<file path="src/rtl/bus_pkg.sv">
// Shared types and constants for the serial slave port and its local memory.
package bus_pkg;

    typedef enum logic [2:0] {
        IDLE      = 3'd0,
        RX_ADDR   = 3'd1,
        RX_DATA   = 3'd2,
        WRITE     = 3'd3,
        READ_WAIT = 3'd4,
        TX_DATA   = 3'd5
    } slave_state_t;

    localparam logic MODE_READ  = 1'b0;
    localparam logic MODE_WRITE = 1'b1;

    function automatic int max_int(input int a, input int b);
        return (a > b) ? a : b;
    endfunction

endpackage

</file>
<file path="src/rtl/slave_bram.sv">
// Local word memory: synchronous write, combinational read, out-of-range
// addresses drop writes and read back as zero.
module slave_bram
    import bus_pkg::*;
#(
    parameter int DATA_WIDTH = 8,
    parameter int MEM_DEPTH  = 16,
    parameter int ADDR_WIDTH = 4
) (
    input  logic                  clk,
    input  logic                  we,
    input  logic [ADDR_WIDTH-1:0] addr,
    input  logic [DATA_WIDTH-1:0] wdata,
    output logic [DATA_WIDTH-1:0] rdata
);

    localparam int IDX_W = (MEM_DEPTH > 1) ? $clog2(MEM_DEPTH) : 1;

    logic [DATA_WIDTH-1:0] mem_r [MEM_DEPTH];
    logic                  in_range_s;
    logic [IDX_W-1:0]      idx_s;

    assign in_range_s = (int'(addr) < MEM_DEPTH);
    assign idx_s      = addr[IDX_W-1:0];

    // Memory array write port; contents deliberately survive reset.
    always_ff @(posedge clk) begin
        if (we && in_range_s) begin
            mem_r[idx_s] <= wdata;
        end
    end

    // Read port with zero fill outside the populated range.
    always_comb begin
        rdata = '0;
        if (in_range_s) begin
            rdata = mem_r[idx_s];
        end else begin
            rdata = '0;
        end
    end

endmodule

</file>
<file path="src/rtl/serial_slave_port.sv">
// Bit-serial bus slave: shifts in mode/address/data, writes or reads local memory,
// shifts read data out. Optional split indication under macro SERIAL_SLAVE_SPLIT_EN.
module serial_slave_port
    import bus_pkg::*;
#(
    parameter int DATA_WIDTH      = 8,
    parameter int MEM_DEPTH       = 16,
    parameter int ADDR_WIDTH      = 4,
    parameter int READ_LATENCY    = 2,
    parameter int SPLIT_THRESHOLD = 2
) (
    input  logic clk,
    input  logic rst,
    input  logic mode,
    input  logic wr_bus,
    input  logic master_valid,
    output logic slave_ready,
    output logic rd_bus,
    output logic slave_valid,
    input  logic master_ready,
    output logic split
);

    localparam int CNT_W  = $clog2(max_int(ADDR_WIDTH, DATA_WIDTH) + 1);
    localparam int WAIT_W = (READ_LATENCY > 1) ? $clog2(READ_LATENCY) : 1;

    localparam logic [CNT_W-1:0]  CNT_ONE_C   = CNT_W'(1);
    localparam logic [CNT_W-1:0]  ADDR_LAST_C = CNT_W'(ADDR_WIDTH - 1);
    localparam logic [CNT_W-1:0]  DATA_LAST_C = CNT_W'(DATA_WIDTH - 1);
    localparam logic [WAIT_W-1:0] WAIT_ONE_C  = WAIT_W'(1);
    localparam logic [WAIT_W-1:0] WAIT_LAST_C = WAIT_W'(READ_LATENCY - 1);

`ifdef SERIAL_SLAVE_SPLIT_EN
    localparam logic SPLIT_ON_C = (READ_LATENCY >= SPLIT_THRESHOLD);
`else
    // Split hardware absent: the threshold only keeps the parameter list uniform.
    localparam logic SPLIT_ON_C = (READ_LATENCY >= SPLIT_THRESHOLD) & 1'b0;
`endif

    slave_state_t          state_r, state_s;
    logic                  mode_r, mode_s;
    logic [ADDR_WIDTH-1:0] addr_r, addr_s;
    logic [DATA_WIDTH-1:0] data_r, data_s;
    logic [DATA_WIDTH-1:0] tx_r, tx_s;
    logic [CNT_W-1:0]      cnt_r, cnt_s;
    logic [WAIT_W-1:0]     wait_r, wait_s;
    logic                  slave_ready_r, slave_valid_r, split_r;
    logic                  in_accept_s, out_accept_s;
    logic [DATA_WIDTH-1:0] rdata_s;
    logic                  mem_we_s;

    assign in_accept_s  = master_valid & slave_ready_r;
    assign out_accept_s = slave_valid_r & master_ready;
    assign mem_we_s     = (state_r == WRITE);

    assign slave_ready = slave_ready_r;
    assign slave_valid = slave_valid_r;
    assign split       = split_r;
    assign rd_bus      = tx_r[DATA_WIDTH-1];

    slave_bram #(
        .DATA_WIDTH (DATA_WIDTH),
        .MEM_DEPTH  (MEM_DEPTH),
        .ADDR_WIDTH (ADDR_WIDTH)
    ) u_bram (
        .clk   (clk),
        .we    (mem_we_s),
        .addr  (addr_r),
        .wdata (data_r),
        .rdata (rdata_s)
    );

    // Next-state, shift-register and counter update for the transfer sequence.
    always_comb begin
        state_s = state_r;
        mode_s  = mode_r;
        addr_s  = addr_r;
        data_s  = data_r;
        tx_s    = tx_r;
        cnt_s   = cnt_r;
        wait_s  = wait_r;
        case (state_r)
            IDLE: begin
                if (in_accept_s) begin
                    mode_s = mode;
                    addr_s = (addr_r << 1'b1) | ADDR_WIDTH'(wr_bus);
                    if (ADDR_WIDTH == 1) begin
                        cnt_s   = '0;
                        wait_s  = '0;
                        state_s = (mode == MODE_WRITE) ? RX_DATA : READ_WAIT;
                    end else begin
                        cnt_s   = CNT_ONE_C;
                        state_s = RX_ADDR;
                    end
                end else begin
                    state_s = IDLE;
                end
            end
            RX_ADDR: begin
                if (in_accept_s) begin
                    addr_s = (addr_r << 1'b1) | ADDR_WIDTH'(wr_bus);
                    if (cnt_r == ADDR_LAST_C) begin
                        cnt_s   = '0;
                        wait_s  = '0;
                        state_s = (mode_r == MODE_WRITE) ? RX_DATA : READ_WAIT;
                    end else begin
                        cnt_s = cnt_r + CNT_ONE_C;
                    end
                end else begin
                    state_s = RX_ADDR;
                end
            end
            RX_DATA: begin
                if (in_accept_s) begin
                    data_s = (data_r << 1'b1) | DATA_WIDTH'(wr_bus);
                    if (cnt_r == DATA_LAST_C) begin
                        cnt_s   = '0;
                        state_s = WRITE;
                    end else begin
                        cnt_s = cnt_r + CNT_ONE_C;
                    end
                end else begin
                    state_s = RX_DATA;
                end
            end
            WRITE: begin
                state_s = IDLE;
            end
            READ_WAIT: begin
                // READ_WAIT spans READ_LATENCY cycles; the load happens on its last one.
                if (wait_r == WAIT_LAST_C) begin
                    tx_s    = rdata_s;
                    cnt_s   = '0;
                    state_s = TX_DATA;
                end else begin
                    wait_s = wait_r + WAIT_ONE_C;
                end
            end
            TX_DATA: begin
                if (out_accept_s) begin
                    tx_s = tx_r << 1'b1;
                    if (cnt_r == DATA_LAST_C) begin
                        cnt_s   = '0;
                        state_s = IDLE;
                    end else begin
                        cnt_s = cnt_r + CNT_ONE_C;
                    end
                end else begin
                    state_s = TX_DATA;
                end
            end
            default: begin
                state_s = IDLE;
            end
        endcase
    end

    // State and datapath registers; outputs are registered from the next state.
    always_ff @(posedge clk or posedge rst) begin
        if (rst) begin
            state_r       <= IDLE;
            mode_r        <= MODE_READ;
            addr_r        <= '0;
            data_r        <= '0;
            tx_r          <= '0;
            cnt_r         <= '0;
            wait_r        <= '0;
            slave_ready_r <= 1'b0;
            slave_valid_r <= 1'b0;
            split_r       <= 1'b0;
        end else begin
            state_r       <= state_s;
            mode_r        <= mode_s;
            addr_r        <= addr_s;
            data_r        <= data_s;
            tx_r          <= tx_s;
            cnt_r         <= cnt_s;
            wait_r        <= wait_s;
            slave_ready_r <= (state_s == IDLE) || (state_s == RX_ADDR) || (state_s == RX_DATA);
            slave_valid_r <= (state_s == TX_DATA);
            split_r       <= SPLIT_ON_C && (state_s == READ_WAIT);
        end
    end

endmodule

</file>
<file path="config.mk">
export PLATFORM = sky130hd
export DESIGN_NAME = serial_slave_port
export DESIGN_NICKNAME = d
export VERILOG_FILES = /design/src/rtl/bus_pkg.sv /design/src/rtl/slave_bram.sv /design/src/rtl/serial_slave_port.sv
export SDC_FILE = /design/constraint.sdc
export NUM_CORES = 1
export LEC_CHECK = 0
export BUFFER_PORTS_ARGS = -buffer_cell sky130_fd_sc_hd__buf_2
export CAP_MARGIN = 15
export CORE_MARGIN = 2
export CORE_UTILIZATION = 55
export CTS_BUF_LIST = sky130_fd_sc_hd__clkbuf_16
export DETAILED_ROUTE_END_ITERATION = 8
export PLACE_DENSITY = 0.78
export SETUP_SLACK_MARGIN = 0.3
export SLEW_MARGIN = 20
export SYNTH_ARGS = -nofsm -noshare
export SYNTH_HDL_FRONTEND = slang
export SYNTH_SLANG_ARGS = --single-unit
</file>
<file path="constraint.sdc">
create_clock -name clk -period 2.25 [get_ports clk]
set_input_delay 0.45 -clock clk [delete_from_list [all_inputs] [get_ports clk]]
set_output_delay 0.45 -clock clk [all_outputs]
set_load 0.005 [all_outputs]
</file>
==> results of run 1 <==
==> worst min-delay path: cells and delay by family <==
kind                   cells  cell delay (ns)
buffers and inverters      3             0.51
==> final timing paths <==
kind	start	to	slack (ns)	depth (start not counted)
max reg2reg	cnt_r[0]	cnt_r[2]	0.36	5
min in group clk	mode	mode_r	0.27	2
max	cnt_r[0]	cnt_r[2]	0.36	5
min reg2reg	tx_r[0]	tx_r[0]	0.49	1
max in group asynchronous	rst	addr_r[2]	1.81	3
min	rst	tx_r[0]	0.12	3
==> what timing repair did <==
action / CTS / global route
gates cloned: 0 / 1
gates resized for setup: 2 / 4
setup buffers: 2 / 2
endpoints found under the hold margin: 0 / 0
setup endpoints to repair: 8 / 79
==> synthesized netlist by cell type, types with 2 or more instances <==
cell type / n
sky130_fd_sc_hd__nor2b_1: 7
sky130_fd_sc_hd__buf_2: 9
sky130_fd_sc_hd__and2_1: 3
sky130_fd_sc_hd__a21oi_1: 8
sky130_fd_sc_hd__a211o_1: 3
sky130_fd_sc_hd__mux2i_1: 26
sky130_fd_sc_hd__o21ai_0: 6
sky130_fd_sc_hd__inv_1: 4
sky130_fd_sc_hd__a2bb2oi_1: 4
sky130_fd_sc_hd__clkbuf_1: 8
sky130_fd_sc_hd__mux4_2: 9
sky130_fd_sc_hd__a21o_1: 4
sky130_fd_sc_hd__mux2_2: 13
sky130_fd_sc_hd__a311oi_1: 4
sky130_fd_sc_hd__buf_4: 3
sky130_fd_sc_hd__edfxtp_1: 128
sky130_fd_sc_hd__nand2_1: 13
sky130_fd_sc_hd__buf_6: 2
sky130_fd_sc_hd__a211oi_1: 3
sky130_fd_sc_hd__o221ai_1: 3
sky130_fd_sc_hd__or3b_2: 2
sky130_fd_sc_hd__nand3_1: 8
sky130_fd_sc_hd__a31oi_1: 4
sky130_fd_sc_hd__or2_2: 6
sky130_fd_sc_hd__nor3b_1: 2
sky130_fd_sc_hd__mux4_1: 13
sky130_fd_sc_hd__nor2_1: 23
sky130_fd_sc_hd__a22oi_1: 5
sky130_fd_sc_hd__nor3_1: 6
sky130_fd_sc_hd__o31ai_1: 5
sky130_fd_sc_hd__o22ai_1: 4
sky130_fd_sc_hd__nand2b_1: 6
sky130_fd_sc_hd__nand3b_1: 6
sky130_fd_sc_hd__dfrtp_1: 31
==> kinds of logic after synthesis <==
logic type                 after synthesis  share of synthesized area, %
other                                    1                        0.0565
DFF                                    159                          69.6
muxes                                   61                          14.3
and+or+nand+nor                         87                          6.96
adders and majority gates                1                         0.189
AOI/OAI and AO/OA                       60                          6.51
buffers and inverters                   27                          2.34
==> state kept, by name (all words and copies together) (netlist names), 3 cells and up <==
name          count
u_bram.mem_r    128
data_r            8
tx_r              8
addr_r            4
cnt_r             4
state_r           3
==> metrics by stage <==
| stage | area, sq um | worst slack [ns] | hold slack (ns) | util, % |
|---|---|---|---|---|
| floorplan | 6660 | 0.230 | 0.441 | - |
| global placement | 6970 | 0.309 | 0.463 | 58.5 |
| detailed placement | 6970 | 0.295 | 0.478 | 58.5 |
| CTS | 7630 | 0.286 | 0.109 | 64.1 |
| global route | 7680 | 0.252 | 0.166 | 64.5 |
| finish | 7680 | 0.361 | 0.124 | 64.5 |
==> final cells by class <==
type	count	area (sq um)
Timing Repair Buffer	38	320
Sequential cell	159	4630
Inverter	4	15.0
Multi-Input combinational cell	210	1890
Tap cell	147	184
Clock buffer	17	425
Fill cell	815	4230
Clock inverter	15	226
==> metal layers <==
metal | wire length, microns | vias to the layer above
met3 | 746 | 26
met4 | 282 | 0
met5 | 0 | -
met2 | 6900 | 139
li1 | - | 1647
met1 | 5510 | 1905
==> power by group through the flow <==
| stage | Combinational (mW) | Sequential (mW) | Clock, mW |
|---|---|---|---|
| after floorplan | 1.60 | 3.53 | 0 |
| after global placement | 1.82 | 3.73 | 0 |
| after detailed placement | 1.85 | 3.74 | 0 |
| after CTS | 1.93 | 3.69 | 3.17 |
| after global routing | 2.19 | 3.74 | 3.27 |
| final | 2.04 | 3.70 | 3.12 |
==> results.md, run 1 <==
- Buffers inserted to repair hold after CTS numbered 0.
- Leaving out fill and tap cells, the most frequent cell in the layout is sky130_fd_sc_hd__edfxtp_1.
- For the pin with the worst max-slew slack, the measured transition is 0.702 ns.
- The final routed wirelength across all metal layers is 13400 microns.
- TritonCTS built the clock tree.
- On the worst path, the slowest cell contributes a delay of 0.52 ns.
- The internal portion of the total power is 6.40 mW.
- In this run the power density over the cells is 1150 nW/um^2.
- Setup total negative slack on the finished layout was measured at 0 ns.
- The total power consumption of the routed design is 8.87 mW.
- The portion of total power attributed to combinational logic is 23.0%.
- The number of antenna repair diodes is 0.
- The insertion delay to the later sink of the worst-skew pair is 0.43 ns.
- After synthesis, the mean cell area works out to 16.8 sq um.
- The signal on the critical path passes through ha_1 > or4b_1 > a21oi_1 > a211o_1 > o311ai_0.
- The number of register bits inferred by synthesis is 159.
- The fraction of layout instances using a drive strength above 1 is 23.9%.
- The final weighted congestion of routability-driven global placement is 0.877.
- The met2 demand-to-capacity share in global routing is 36.6%.
- The cell family with the largest share of critical-path delay is compound AO/OA/AOI/OAI gates.
- The total number of H-tree levels is 4.
- The peak supply drop is 854 uV.
- The highest attainable clock frequency is 0.529 GHz.
- When the netlist entered floorplanning its net count stood at 403.
- Setup repair after global routing could not meet its margin everywhere.
- The signed area change from the synthesized netlist to the final layout is 15.8%.
- The initial DRC count is 428.
- The critical setup path kind is flip-flop to flip-flop.
- The die covers 13000 sq um.
- The pin count of the biggest net entering global routing is 38.
- The part of the total power dissipated in sequential elements is 41.8%.
- The total of buffers placed on input and output ports is 8.
- The static leakage is 2.72 nW.
- In the layout the commonest cells are sky130_fd_sc_hd__edfxtp_1, sky130_fd_sc_hd__mux2i_1, sky130_fd_sc_hd__dfrtp_1, sky130_fd_sc_hd__buf_4, sky130_fd_sc_hd__nor2_1.
- The kind of path behind the tightest hold check is input pin to asynchronous set/reset pin.
- For the final database, setup skew stands at 0.00886 ns.
- The number of placed instances, taps included, is 553.
- The post-layout net count is 437.
- In this run the tightest slew margin relative to its limit is 53.2%.
- The endpoint required time on the critical path is 2.52 ns.
- The sequential share of the synthesized area is 69.6%.
- The root buffer cell chosen for the clock tree is sky130_fd_sc_hd__clkbuf_16.
- Once layout is complete, the cells apart from fillers number 590.
- Of all flip-flops after synthesis, the portion carrying an async set or reset was 19.5%.
- The slowest stage cell on the critical path is sky130_fd_sc_hd__or4b_1.
- The overall global routing resource usage is 22.4%.
- The number of global-route vias before repair is 3710.
- The detailed router placed 3717 vias in this run.
- The total number of yosys warnings is 0.
- The floorplan die width is 114 microns.
- The number of distinct library cell variants in the gate-level netlist after synthesis is 49.
- The total number of clock tree sinks is 159.
- In the global route stage, met3 resource usage came out at 7.12%.
- The worst setup path is launched from a flip-flop.
- Setup violations remaining at the end of the flow were counted as 0.
- After clock tree synthesis, the clock-pin slew on the worst setup and hold paths is 0.06 ns.
- The final count of hold timing violations is 0.
- The category of the worst setup path capture point is a flip-flop.
- Summed over its instances, the top area cell type makes up 57.9% of the synthesized netlist area.
- Global routing used 28.4% of the available met1 tracks.
- The total clock buffers created by CTS is 17.
- The starting utilization of the core area is 55.7%.
- Synthesis produced 396 cells.
- The count of TritonRoute iterations in the first routing pass is 5.
- The flow ran to the end, and the final reports show no timing, DRC or antenna violations.
- The share of total power consumed by net switching is 27.9%.
- Dividing the final minimum period by the clock period gives 84.0%.
- Ranked by total cell area, the synthesized netlist is headed by sky130_fd_sc_hd__edfxtp_1, sky130_fd_sc_hd__dfrtp_1, sky130_fd_sc_hd__mux4_1.
- The number of placement rows is 40.
- The core area is 11900 sq um.
- The buffer levels on the longest clock path is 2.
- The number of buffer and inverter stages on the critical path is 0.
- The share of total power dissipated in the clock network is 35.2%.
- The wire length of the first global-routing pass is 20800 microns.
- After detailed routing, the average wire length per cell comes to 22.8 microns.
- The estimated wirelength of the detail-placed design is 8150 microns.
- met2 is the most crowded layer.
- STA puts the critical path data arrival time at 2.16 ns.
- The final period demand of the worst path is 1.89 ns.
- The final-report max-slew violation count is 0.
- In the routed design, unresolved DRC markers number 0.
- In this run the vertical extent of the chip is 114 microns.
- Along the worst path, the maximum fanout reaches 5.
- In this run the power spent charging and discharging nets is 2.47 mW.
- Dividing the detail-routed via count by the number of cells gives 6.30.
- The synthesized design contains 128 enable-type register cells.
- The overall overflow remaining after global route is 0.
- Once detail routing completed, the nets flagged for antenna violations numbered 0.
- The biggest area contributor in the post-synthesis netlist is sky130_fd_sc_hd__edfxtp_1.
- The cell area that synthesis handed to floorplanning was 6640 sq um.
- The number of maximum-capacitance violations is 0.
- The number of placed I/O pins is 10.
- The initial antenna violation count is 0.
- For this run, the leading register cell type out of synthesis is sky130_fd_sc_hd__edfxtp_1.
Power figures use the tool's default switching activity.
==> inputs of run 2 (changes only) <==
- PLACE_DENSITY: 0.78 -> 0.75
- clock period: 2.25 -> 1.9 ns (I/O delays scaled with it)
==> run 2 against run 1 <==
Combinational power increased by 92%. Worst hold slack got worse by 0.095 ns. Die area unchanged. Cell count increased by 8.3%. Sequential power increased by 15%. Register-to-register slack got worse by 0.25 ns. Count of clock-buffer cells in the layout unchanged. Clock power increased by 5%. Largest cell class unchanged. Via count increased by 6.0%. Sequential share of layout area decreased by 5.6 points. Total power increased by 29%.
==> results.md, run 2 (synthesis gave the netlist of run 1 again) <==
- The flow ran to the end, and the final reports show no timing, DRC or antenna violations.
- The slew at the pin with the worst max-slew slack is 0.706 ns (+0.00403 ns).
- Setup repair after global routing could not meet its margin everywhere.
- The number of maximum-capacitance violations was 0 (unchanged).
- In this run the critical register-to-register path is launched from addr_r[0].
- The routed wire length per instance is 23.3 microns (+2.3%).
- The depth of the worst register-to-register path is 6 (+1).
- The initial DRC count is 363 (-15%).
- The number of flip-flops in the largest register is 128 (unchanged).
- The final period demand of the worst path is 1.79 ns (-0.103 ns).
- The endpoint required time on the critical path is 2.21 ns (-0.31 ns).
- The final count of hold timing violations came to 0 (unchanged).
- The average via count per standard cell came to 6.16 (-2.2%).
- The peak supply drop is 1160 uV (+35%).
- The overall global routing resource usage is 24.0% (+1.6 points).
- The number of placed I/O pins is 10 (unchanged).
- The count of TritonRoute iterations in the first routing pass is 7 (+2).
- The total power consumption of the routed design is 11.4 mW (+29%).
- More flip-flops sit in one register than any other, and that register is u_bram.mem_r.
- The worst hold slack across all endpoints is 0.0286 ns (-0.0949 ns).
- The delay of the slowest critical-path stage is 0.51 ns (about the same).
- The count of non-filler cells in the finished layout is 639 (+8.3%).
- The worst setup path is captured at a flip-flop.
- The total number of clock tree sinks is 159 (unchanged).
- In this run the worst hold path is classified as input pin to asynchronous set/reset pin.
- The number of vias after detailed routing is 3939 (+6.0%).
- The data arrival time of the worst path is 2.10 ns (-0.06 ns).
- The number of remaining DRC errors is 0 (unchanged).
- The core area is 11900 sq um (unchanged).
- The buffer levels on the longest clock path is 2 (unchanged).
- The number of antenna repair diodes is 0 (unchanged).
- The floorplan die width is 114 microns (unchanged).
- The startpoint type of the worst setup path is a flip-flop.
- The number of global-route vias before repair is 4011 (+8.1%).
- The clock slew at the register clock pins of the worst setup and hold paths came to 0.07 ns (about the same).
- The cell area after layout is 8470 sq um (+10%).
- The relative slew slack is 53.0% (-0.27 points).
- The total of buffers placed on input and output ports is 8 (unchanged).
- The maximum fanout along the worst path is 5 (unchanged).
- The CTS root buffer is sky130_fd_sc_hd__clkbuf_16.
- The met2 wire length was 7740 microns (+12%).
- The layout filler cell count is 713 (-13%).
- The final weighted congestion of routability-driven global placement came to 0.875 (-0.30%).
- The end of the worst register-to-register path is tx_r[0].
- The most common library cell in the layout ignoring fill and taps is sky130_fd_sc_hd__edfxtp_1.
- The routed length on met3 is 921 microns (+23%).
- The total clock buffers created by CTS is 17 (unchanged).
- The signal on the critical path passes through buf_6 > buf_16 > mux4_2 > mux2i_2 > nor3_1 > a211o_1.
- The cell area after placement came to 7360 sq um (+5.6%).
- The die area is 13000 sq um (unchanged).
- The overall overflow remaining after global route is 0 (unchanged).
- The count of antenna-violating nets left after detailed routing is 0 (unchanged).
- The total number of H-tree levels is 4 (unchanged).
- The insertion delay to the later sink of the worst-skew pair is 0.42 ns (about the same).
- The share of the clock period used by the worst path after layout came to 94.0% (+10 points).
- The fraction of layout instances using a drive strength above 1 came to 42.5% (+19 points).
- TritonCTS built the clock tree.
- The highest metal layer with signal wires is met5.
- The setup slack on the worst flop-to-flop path is 0.11 ns (-0.25 ns).
- The largest registers in the layout are u_bram.mem_r (128), data_r (8), tx_r (8).
- The wire length of the first global-routing pass came to 22300 microns (+7.3%).
- The highest attainable clock frequency is 0.560 GHz (+5.8%).
- The die extent in y is 114 microns (unchanged).
- Compared with the post-synthesis result, the final layout area differs by 27.6%.
- The power density relative to cell area is 1350 nW/um^2 (+17%).
- The estimated wirelength of the detail-placed design is 8850 microns (+8.6%).
- The starting utilization of the core area is 55.7% (unchanged).
- The final-report max-slew violation count came to 0 (unchanged).
- The pin count of the biggest net entering global routing is 33 (-13%).
- The final sum of negative setup slack is 0 ns (unchanged).
- The critical path is of the flip-flop to flip-flop type.
- The worst-case clock skew is 0.00798 ns (-0.000879 ns).
- The sum of routed wire segments on met1 is 5950 microns (+7.8%).
- The final routed wirelength across all metal layers was 14900 microns (+11%).
- The initial antenna violation count is 1 (+1).
- The number of placement rows is 40 (unchanged).
- The post-layout net count came to 486 (+11%).
- In this run the worst setup path begins at addr_r[0].
- The slowest stage cell on the critical path is sky130_fd_sc_hd__mux4_2.
- The number of placed instances with taps included is 584 (+5.6%).
- The static leakage was 2.99 nW (+10%).
- The setup violation total in the final timing report came to 0 (unchanged).
- In the layout the commonest cells are sky130_fd_sc_hd__edfxtp_1, sky130_fd_sc_hd__buf_4, sky130_fd_sc_hd__dfrtp_1.
- The most critical setup path has its endpoint at tx_r[0].
==> run 2: changes by cell type in the layout (fill, tap and decap cells not counted), moves of 5 or more <==
cell	delta
sky130_fd_sc_hd__buf_6	+19
sky130_fd_sc_hd__nor2_1	-15
sky130_fd_sc_hd__buf_12	+9
sky130_fd_sc_hd__buf_4	+20
sky130_fd_sc_hd__mux4_1	-8
sky130_fd_sc_hd__nor2b_1	-5
sky130_fd_sc_hd__nor2_4	+12
sky130_fd_sc_hd__mux4_2	+8
==> run 2: metrics by stage <==
step	worst slack, ns	utilization [%]
after global routing	0.0353	71.1
final	0.114	71.1
after global placement	-0.0575	61.8
after CTS	0.132	69.7
after detailed placement	-0.0648	61.8
after floorplan	0.0609	-
==> run 2: cell type report <==
class	instances	area (sq um)	share of cell area [%]
Multi-Input combinational cell	210	2180	25.7
Sequential cell	159	4630	54.6
Inverter	4	15.0	0.177
Timing Repair Buffer	87	892	10.5
Tap cell	147	184	2.17
Clock inverter	15	149	1.76
Clock buffer	17	425	5.02
==> run 2: report_power, final <==
part           switching (mW)  internal, mW
sequential              0.265          3.97
clock                    1.35          1.92
combinational            1.91          2.00
==> run 2: worst max-delay path, delay by kind of cell, from the launching register on <==
family                 cells  cell delay (ns)
DFF                        1             0.40
buffers and inverters      2             0.28
and+or+nand+nor            1             0.07
AOI/OAI and AO/OA          1             0.22
muxes                      2             0.70
==> run 2: per-layer routing <==
layer  track usage, %  vias up
met5                0        -
met2             40.7      139
met1             29.2     2029
met4             7.80        2
met3             8.18       33
li1                 -     1736
==> run 2: worst min-delay path by stage <==
stage	start	endpoint	slack, ns	cells after the start
after floorplan	tx_r[1]	tx_r[1]	0.44	2
after global placement	tx_r[3]	tx_r[3]	0.46	2
after detailed placement	tx_r[3]	tx_r[3]	0.46	2
after CTS	rst	data_r[1]	0.03	3
after global routing	rst	data_r[3]	0.07	3
final	rst	addr_r[0]	0.03	3
==> run 2: repair_timing <==
action / in CTS / in global routing
endpoints found under the setup margin: 152 / 152
gates cloned: 1 / 1
pin swaps: 25 / 16
gates resized for setup: 66 / 23
buffers inserted: 14 / 7
hold buffers: 0 / 0
==> inputs of run 3 (changes only) <==
- BUFFER_PORTS_ARGS: -buffer_cell sky130_fd_sc_hd__buf_2 -> -buffer_cell sky130_fd_sc_hd__buf_4
- CELL_PAD_IN_SITES_DETAIL_PLACEMENT: not set -> 2
- CELL_PAD_IN_SITES_GLOBAL_PLACEMENT: not set -> 2
- CORE_UTILIZATION: 55 -> 47
- PLACE_DENSITY: 0.75 -> 0.82
==> run 3 against run 2 <==
Utilization decreased by 7.3 points. Global-route usage increased by 9.3 points. The run now ends with setup timing left. Flip-flop and latch count is the same. Total power increased by 8.0%. Critical path type unchanged. Count of clock-buffer cells in the layout unchanged. Wire length up 70%. Worst setup slack lost 0.30 ns. First-iteration DRC count up 19%. Largest power group is now combinational cells. Highest routed layer is now met4.
==> results.md, run 3 (synthesis gave the netlist of run 1 again) <==
- The run finished, with violations left.
- The checks that failed: setup timing.
- The clock slew at the register clock pins of the worst setup and hold paths is 0.07 ns (about the same).
- Setup repair after global routing could not meet its margin everywhere.
- The number of maximum-capacitance violations is 0 (unchanged).
- The final routed wirelength across all metal layers is 25300 microns (+70%).
- Counting flops per register, the top entry is u_bram.mem_r.
- The insertion delay to the later sink of the worst-skew pair is 0.44 ns (+0.02 ns).
- In the layout the commonest cells are sky130_fd_sc_hd__edfxtp_1, sky130_fd_sc_hd__buf_4, sky130_fd_sc_hd__buf_6.
- The overall overflow remaining after global route was 0 (unchanged).
- STA classifies the critical path endpoint as a flip-flop.
- The relative slew slack was 45.0% (-8.0 points).
- The fraction of layout instances using a drive strength above 1 is 45.9% (+3.4 points).
- The pre-CTS setup slack is -0.285 ns (-0.220 ns).
- The largest registers in the layout are u_bram.mem_r (128), data_r (8), tx_r (8).
- The number of antenna repair diodes is 0 (unchanged).
- The final core utilization came to 63.8% (-7.3 points).
- The floorplan die width is 123 microns (+7.9%).
- The static leakage is 3.09 nW (+3.3%).
- The overall global routing resource usage is 33.3% (+9.3 points).
- The core area was 13800 sq um (+16%).
- The starting utilization of the core area is 48.0% (-7.7 points).
- The die area is 15100 sq um (+16%).
- The end of the worst register-to-register path is tx_r[0].
- The final period demand of the worst path is 2.09 ns (+0.302 ns).
- STA classifies the critical path startpoint as a flip-flop.
- The final sum of negative setup slack is -1.43 ns (-1.43 ns).
- The total number of clock tree sinks is 159 (unchanged).
- The total number of H-tree levels is 4 (unchanged).
- The final count of hold timing violations is 0 (unchanged).
- The worst-case clock skew is 0.0157 ns (+0.00776 ns).
- The estimated wirelength of the detail-placed design was 12100 microns (+36%).
- The average via count per standard cell came to 6.34 (+2.8%).
- The wire length of the first global-routing pass is 33900 microns (+52%).
- The power density relative to cell area was 1400 nW/um^2 (+3.6%).
- The maximum fanout along the worst path is 6 (+1).
- The most common library cell in the layout ignoring fill and taps is sky130_fd_sc_hd__edfxtp_1.
- The critical setup path kind is flip-flop to flip-flop.
- TritonCTS built the clock tree.
- In this run the critical register-to-register path is launched from addr_r[0].
- The post-layout net count was 491 (+1.0%).
- The worst hold slack across all endpoints was 0.0861 ns (+0.0575 ns).
- The setup slack on the worst flop-to-flop path is -0.19 ns (-0.30 ns).
- Traced cell by cell, the critical path runs through buf_12 > buf_6 > buf_12 > mux4_2 > mux2i_1 > nor3_1 > a211o_1.
- The number of vias after detailed routing is 4289 (+8.9%).
- The number of placement rows is 43 (+7.5%).
- The final-report max-slew violation count is 0 (unchanged).
- The slew at the pin with the worst max-slew slack is 0.825 ns (+0.120 ns).
- The data arrival time of the worst path came to 2.40 ns (+0.30 ns).
- The cell sitting at the root of the clock tree is a sky130_fd_sc_hd__clkbuf_16.
- The initial DRC count is 433 (+19%).
- The highest attainable clock frequency came to 0.479 GHz (-14%).
- The setup violation total in the final timing report is 40 (+40).
- The share of the clock period used by the worst path after layout is 110% (+16 points).
- The total power consumption of the routed design is 12.3 mW (+8.0%).
- The routed wire length per instance came to 37.3 microns (+60%).
- The final weighted congestion of routability-driven global placement is 0.830 (-5.2%).
- The count of TritonRoute iterations in the first routing pass was 4 (-3).
- The number of flip-flops in the largest register was 128 (unchanged).
- The number of remaining DRC errors is 0 (unchanged).
- The die extent in y is 123 microns (+7.9%).
- The smallest setup slack after layout is -0.189 ns (-0.302 ns).
- The initial antenna violation count was 0 (-1).
- The total of buffers placed on input and output ports is 8 (unchanged).
- Among all stages on the critical path, the largest delay is contributed by sky130_fd_sc_hd__dfrtp_4.
- The count of antenna-violating nets left after detailed routing came to 0 (unchanged).
- The endpoint required time on the critical path came to 2.21 ns (about the same).
- The buffer levels on the longest clock path is 2 (unchanged).
- The cell that appears most often on the critical path is sky130_fd_sc_hd__buf_12.
- The delay of the slowest critical-path stage is 0.51 ns (about the same).
- The total clock buffers created by CTS is 17 (unchanged).
- The tightest min-delay check is of the input pin to asynchronous set/reset pin type.
- The depth of the worst register-to-register path is 7 (+1).
- The pin count of the biggest net entering global routing is 38 (+15%).
- The number of placed I/O pins came to 10 (unchanged).
- The number of global-route vias before repair is 4607 (+15%).
- Compared with the post-synthesis result, the final layout area differs by 33.0%.
- The peak supply drop was 928 uV (-20%).
## run 3: cell types whose count changed in the layout (fill, tap and decap cells not counted), moves of 7 or more
cell	previous run	this run
sky130_fd_sc_hd__buf_4	46	35
sky130_fd_sc_hd__buf_6	19	35
sky130_fd_sc_hd__buf_12	12	19
sky130_fd_sc_hd__buf_2	8	0
## run 3: where the power goes
group,switching [mW],internal (mW)
clock network,1.49,1.90
logic,2.49,2.11
registers,0.368,3.98
## run 3: stage by stage
stage                     std cells  instance area, sq um
after floorplan                 396                  6770
after global placement          599                  7310
after detailed placement        599                  7310
after CTS                       658                  8420
after global routing            677                  8820
final                           677                  8820
## run 3: worst max path at each step
stage / start / to / slack [ns] / cells past startpoint
3_3_place_gp: addr_r[0] / tx_r[6] / -0.18 / 4
3_5_place_dp: addr_r[0] / tx_r[6] / -0.29 / 4
6_report: addr_r[0] / tx_r[0] / -0.19 / 7
2_1_floorplan: state_r[2] / u_bram.mem_r[0][0] / 0.06 / 4
4_1_cts: addr_r[0] / tx_r[0] / 0.01 / 7
5_1_grt: addr_r[0] / tx_r[0] / -0.28 / 7
## run 3: layout make-up
class	instances	area, sq um
Timing Repair Buffer	92	1090
Clock inverter	15	130
Clock buffer	17	425
Inverter	4	15.0
Sequential cell	159	4630
Multi-Input combinational cell	210	2300
Tap cell	180	225
Fill cell	1076	5000
## run 3: layer usage
metal  wire length, microns  up-vias  track usage (%)  share of wire, %
met5                      0        -                0                 0
met4                    831        0             12.8               3.3
met3                   1100       55             6.64               4.4
met2                  13100      156             56.3                52
met1                  10200     2330             42.4                40
li1                       -     1748                -                 -
## run 3: worst max-delay path, delay by kind of cell, from the launching register on
family | cells | cell delay [ns]
AND/OR/NAND/NOR | 1 | 0.10
flip-flops | 1 | 0.51
multiplexers | 2 | 0.70
AO/OA/AOI/OAI | 1 | 0.25
buffers and inverters | 3 | 0.40
## run 3: what timing repair did
action | 4_1_cts | 5_1_grt
pin swaps | 22 | 27
resized for setup | 80 | 59
gates cloned | 1 | 0
hold buffers | 0 | 0
setup endpoints to repair | 158 | 158
setup buffers | 26 | 19
